==> src/rtl/demux_pkg.sv <==
`default_nettype none
// ============================================================================
//  Module      : demux_pkg
//  Description : Shared constants and slice helper for the 8-channel demux.
//  Revision    : 1.0 - initial release
// ============================================================================
package demux_pkg;

    localparam int NUM_CH = 8;
    localparam int SEL_W  = 3;
    localparam int CNT_W  = 2;

    // Low bit of channel k inside a flattened k*width bus.
    function automatic int unsigned slice_lo(input int unsigned k, input int unsigned width);
        return k * width;
    endfunction

endpackage
`default_nettype wire

==> src/rtl/demux_8_buf_chan_fifo.sv <==
`default_nettype none
// ============================================================================
//  Module      : chan_fifo
//  Description : Per-channel FIFO with occupancy count; head forced to 0 when empty.
//  Revision    : 1.0 - initial release
// ============================================================================
module chan_fifo
    import demux_pkg::*;
#(
    parameter int WIDTH = 32,
    parameter int DEPTH = 2
) (
    input  logic             clock,
    input  logic             reset_n,
    input  logic             push,
    input  logic [WIDTH-1:0] push_data,
    input  logic             pop,
    output logic [WIDTH-1:0] head_data,
    output logic             not_empty,
    output logic             not_full,
    output logic [CNT_W-1:0] count
);

    localparam int               PTR_W    = (DEPTH > 1) ? $clog2(DEPTH) : 1;
    localparam logic [PTR_W-1:0] LAST_PTR = PTR_W'(DEPTH - 1);
    localparam logic [CNT_W-1:0] FULL_CNT = CNT_W'(DEPTH);

    logic [WIDTH-1:0] r_mem [DEPTH];
    logic [PTR_W-1:0] r_rd_ptr;
    logic [PTR_W-1:0] r_wr_ptr;
    logic [CNT_W-1:0] r_count;
    logic             w_do_push;
    logic             w_do_pop;

    assign not_empty = (r_count != '0);
    assign not_full  = (r_count < FULL_CNT);
    assign count     = r_count;
    assign head_data = not_empty ? r_mem[r_rd_ptr] : '0;

    assign w_do_push = push && not_full;
    assign w_do_pop  = pop && not_empty;

    // Storage needs no reset: an empty channel never exposes it.
    always_ff @(posedge clock) begin
        if (w_do_push) begin
            r_mem[r_wr_ptr] <= push_data;
        end
    end

    always_ff @(posedge clock or negedge reset_n) begin
        if (!reset_n) begin
            r_rd_ptr <= '0;
            r_wr_ptr <= '0;
            r_count  <= '0;
        end else begin
            if (w_do_push) begin
                r_wr_ptr <= (r_wr_ptr == LAST_PTR) ? '0 : r_wr_ptr + PTR_W'(1);
            end
            if (w_do_pop) begin
                r_rd_ptr <= (r_rd_ptr == LAST_PTR) ? '0 : r_rd_ptr + PTR_W'(1);
            end
            case ({w_do_push, w_do_pop})
                2'b10:   r_count <= r_count + CNT_W'(1);
                2'b01:   r_count <= r_count - CNT_W'(1);
                default: r_count <= r_count;
            endcase
        end
    end

endmodule
`default_nettype wire

==> src/rtl/demux_8_buf.sv <==
`default_nettype none
// ============================================================================
//  Module      : demux_8_buf
//  Description : Routes one word to one of 8 buffered valid/ready channels.
//  Revision    : 1.0 - initial release
// ============================================================================
module demux_8_buf
    import demux_pkg::*;
#(
    parameter int WIDTH = 32,
    parameter int DEPTH = 2
) (
    input  logic                      clock,
    input  logic                      reset_n,
    input  logic                      in_valid,
    output logic                      in_ready,
    input  logic [SEL_W-1:0]          in_select,
    input  logic [WIDTH-1:0]          in_data,
    output logic [NUM_CH-1:0]         out_valid,
    input  logic [NUM_CH-1:0]         out_ready,
    output logic [NUM_CH*WIDTH-1:0]   out_data,
    output logic [NUM_CH*CNT_W-1:0]   out_count
);

    logic [NUM_CH-1:0] w_not_full;
    logic [NUM_CH-1:0] w_push_en;
    logic              w_accept;

    // Ready depends only on registered occupancy, never on out_ready.
    assign in_ready = w_not_full[in_select];
    assign w_accept = in_valid && in_ready;

    always_comb begin
        w_push_en            = '0;
        w_push_en[in_select] = w_accept;
    end

    generate
        for (genvar k = 0; k < NUM_CH; k++) begin : g_chan
            chan_fifo #(
                .WIDTH (WIDTH),
                .DEPTH (DEPTH)
            ) u_fifo (
                .clock     (clock),
                .reset_n   (reset_n),
                .push      (w_push_en[k]),
                .push_data (in_data),
                .pop       (out_ready[k]),
                .head_data (out_data[slice_lo(k, WIDTH) +: WIDTH]),
                .not_empty (out_valid[k]),
                .not_full  (w_not_full[k]),
                .count     (out_count[k*CNT_W +: CNT_W])
            );
        end
    endgenerate

endmodule
`default_nettype wire

==> config.mk <==
export PLATFORM = sky130hd
export DESIGN_NAME = demux_8_buf
export DESIGN_NICKNAME = d
export VERILOG_FILES = /design/src/rtl/demux_pkg.sv /design/src/rtl/demux_8_buf_chan_fifo.sv /design/src/rtl/demux_8_buf.sv
export SDC_FILE = /design/constraint.sdc
export NUM_CORES = 1
export LEC_CHECK = 0
export CORE_UTILIZATION = 44
export CTS_CLUSTER_DIAMETER = 30
export CTS_CLUSTER_SIZE = 24
export DETAILED_ROUTE_END_ITERATION = 7
export PLACE_DENSITY = 0.69
export REMOVE_ABC_BUFFERS = 1
export SKIP_CTS_REPAIR_TIMING = 1
export SLEW_MARGIN = 20
export SYNTH_ARGS = -nofsm -noshare
export SYNTH_HDL_FRONTEND = slang
export SYNTH_SLANG_ARGS = --single-unit
==> constraint.sdc <==
create_clock -name clock -period 3.59 [get_ports clock]
set_clock_uncertainty 0.15 [all_clocks]
set_input_delay 0.359 -clock clock [delete_from_list [all_inputs] [get_ports clock]]
set_output_delay 0.359 -clock clock [all_outputs]
set_load 0.01 [all_outputs]
==> reports/results.ini <==
[outcome]
status = complete, but fails checks
failed_checks = design-rule violations

[sta]
final_hold_viol_count = 0
finalCritPeriodShare_pct = 90.4
final_max_slew_viol_count = 0
tightest_slew_ns = 0.891
min_period_ns = 3.24
relSlewSlack_pct = 40.6
setup_viol = 0
finalWorstSetupSlack_ns = 0.346
fmaxAchievable_mhz = 308
setup_tns_ns = 0
rsz0062_at_grt = no

[yosys]
async_flop_share_pct = 5.88
yosysWarnings = 0
synth.avg_cell_area_sq_um = 16.8
synthAdderAreaFrac_pct = 0.479
synth_common_cells = 512 x edfxtp_1, 288 x nor2_1, 257 x mux2i_1
yosysMostFrequentCell = edfxtp_1
synthCells = 1247
netlist_top_cells_area = edfxtp_1 74%, mux2i_1 12%, nor2_1 5.2%, dfrtp_1 3.8%, xnor2_1 0.92%
ys_types = 23
synth_edf_count = 512
synth_top_family_by_area = multiplexers
muxShareOfSynthArea_pct = 12.6
yosys.area_share.xor_xnor_pct = 1.75
synth_ff_type = edfxtp_1
synth_top_area_share_pct = 73.6
ys_ff_latch = 544
synth_compound_area_share_pct = 0
synthSimpleGateAreaFrac_pct = 5.86
syn-cell-area_sq_um = 20900
synth_top_area_cell = edfxtp_1
ys_seq_area_share_pct = 77.4

[pwr]
power_frac_seq_pct = 30.8
power.total_mw = 26.1
pwr_density_cell_nw_per_um2 = 907
clkPwrFrac_pct = 37.3
intPower_mw = 18.0
p_leak_nw = 10.7
p_sw_mw = 8.14
power_frac_comb_pct = 31.9
vdd_ir_drop_max_uv = 620
p_sw_share_pct = 31.2

[setup_path]
r2r-start = g_chan[1].u_fifo.count[1]
crit_chain = buf_4 > mux2i_1 > nor2_1 > clkdlybuf4s50_1
cp-end-kind = output port
cp_slowest_cell = dfrtp_2
required_ns = 3.08
cp_max_fo = 19
max_stage_delay_ns = 0.69
r2r_slack_ns = 1.08
r2r_cells = 3
reg2reg_to = g_chan[1].u_fifo.r_mem[1][15]
startpoint_type = register
crit_type = register to output port
crit_arrival_ns = 2.73

[die]
die_x_um = 220
fp.coreArea_sq_um = 46700
rows = 79
start_util_pct = 44.8
die_y_um = 220
die_area_sq_um = 48400
io_pins = 327

[clock_tree]
clock-sinks = 544
tritoncts = yes
clock_latency_ns = 0.62
ctsRootBufferMaster = clkbuf_16
cts_max_level = 3
clock_path_buffers = 3
cts_buffers = 101
path_clk_slew_ns = 0.05

[drt]
ant_nets = 0
routed_wl_mm = 55.9
first_pass_iters = 7
drt-vias-per-instance = 5.18
drt_iter0_drc = 1029
num_vias = 12100
drc = 34
avgRoutedWirePerCell_um = 23.9

[global_routing]
top_usage_layer = met2
grt_overflow = 0
use_met3_pct = 5.16
grt_max_degree = 34
grtUsageTotal_pct = 23.5
antenna_found_initial = 0
grt_pass1_vias = 12400
grt_pass1_wl_mm = 80.6
grtUsageMet2_pct = 38.0
grtUsageMet1_pct = 31.7

[placed_design]
port_buffers = 326
gp_congestion = 0.800
dp_hpwl_mm = 36.1
dpl_worst_slack_ns = 0.616

[final_layout]
nets = 1703
area_growth_pct = 37.8
antenna_cells = 0
nFillCells = 3385
drive_above_1_share_pct = 15.0

[hold_path]
hp-class = input pin to async pin

[run]
max-cap-violations = 0

==> final cells by class <==
type,count,area (sq um),area share [%]
well taps,607,759,2.64
repair buffers,371,3710,12.9
inverters,16,60.1,0.209
flip-flops and latches,544,16200,56.2
clock buffers,108,2550,8.87
multi-input cells,615,4500,15.6
clock inverters,84,1030,3.57
==> metal layers <==
| metal | routed length [um] | vias to the layer above |
|---|---|---|
| met4 | 1160 | 0 |
| li1 | - | 5399 |
| met1 | 23700 | 6168 |
| met2 | 27300 | 486 |
| met3 | 3750 | 89 |
| met5 | 0 | - |
==> how the worst max path moves through the flow <==
stage                     cells after the start  slack, ns                       endpoint                      start
after floorplan                               2       0.59   g_chan[0].u_fifo.r_mem[0][0]  g_chan[0].u_fifo.count[1]
after detailed placement                      4       0.62  g_chan[1].u_fifo.r_mem[1][19]               in_select[1]
after global routing                          4       0.23                   out_data[23]  g_chan[0].u_fifo.r_rd_ptr
final                                         4       0.35                   out_data[26]  g_chan[0].u_fifo.r_rd_ptr
after CTS                                     4       0.31                   out_data[26]  g_chan[0].u_fifo.r_rd_ptr
after global placement                        4       0.69   g_chan[1].u_fifo.r_mem[0][1]               in_select[1]
==> metrics by stage <==
step                utilization (%)  std cells  hold slack [ns]  instance area [sq um]
floorplan                         -       1175          -0.0866                  20600
CTS                            61.7       2345          0.00426                  28800
global placement               54.0       2153            0.340                  25200
finish                         61.7       2345           0.0229                  28800
global route                   61.7       2345           0.0420                  28800
detailed placement             54.0       2153            0.340                  25200
==> worst max-delay path, delay by kind of cell, from the launching register on <==
family | cells | cell delay (ns)
flip-flops | 1 | 0.69
AND/OR/NAND/NOR | 1 | 0.17
multiplexers | 1 | 0.14
buffers and inverters | 2 | 1.09
==> placed cells by master (no fill, tap or decap), types with 4 or more instances in the layout <==
| cell | n |
|---|---|
| and2_1 | 8 |
| buf_12 | 9 |
| buf_4 | 36 |
| bufinv_16 | 18 |
| clkbuf_1 | 7 |
| clkbuf_16 | 101 |
| clkdlybuf4s50_1 | 326 |
| clkinv_1 | 7 |
| clkinv_2 | 20 |
| clkinv_4 | 8 |
| clkinv_8 | 4 |
| clkinvlp_4 | 17 |
| dfrtp_1 | 24 |
| dfrtp_2 | 8 |
| edfxtp_1 | 512 |
| ha_1 | 8 |
| inv_1 | 16 |
| inv_6 | 9 |
| mux2i_1 | 257 |
| nor2_1 | 264 |
| nor2_4 | 24 |
| xnor2_1 | 22 |
| xor2_1 | 16 |
==> sequential cells by signal (all words and copies together) (netlist names) <==
register,flops
g_chan.u_fifo.count,16
g_chan.u_fifo.r_mem,512
g_chan.u_fifo.r_rd_ptr,8
g_chan.u_fifo.r_wr_ptr,8
==> cells by family after synthesis <==
group / after synthesis
flip-flops: 544
multiplexers: 259
AND/OR/NAND/NOR: 308
adder cells (fa/ha/maj): 8
buffers and inverters: 88
XOR/XNOR: 40
==> power by group through the flow <==
stage	clock network [mW]	logic (mW)	registers, mW
after global routing	10.2	8.82	8.11
after detailed placement	0	8.34	8.18
final	9.74	8.32	8.06
after floorplan	0	3.25	8.25
after CTS	9.86	8.43	8.07
after global placement	0	8.30	8.16
Note: power is estimated with default switching activity, not from simulation.
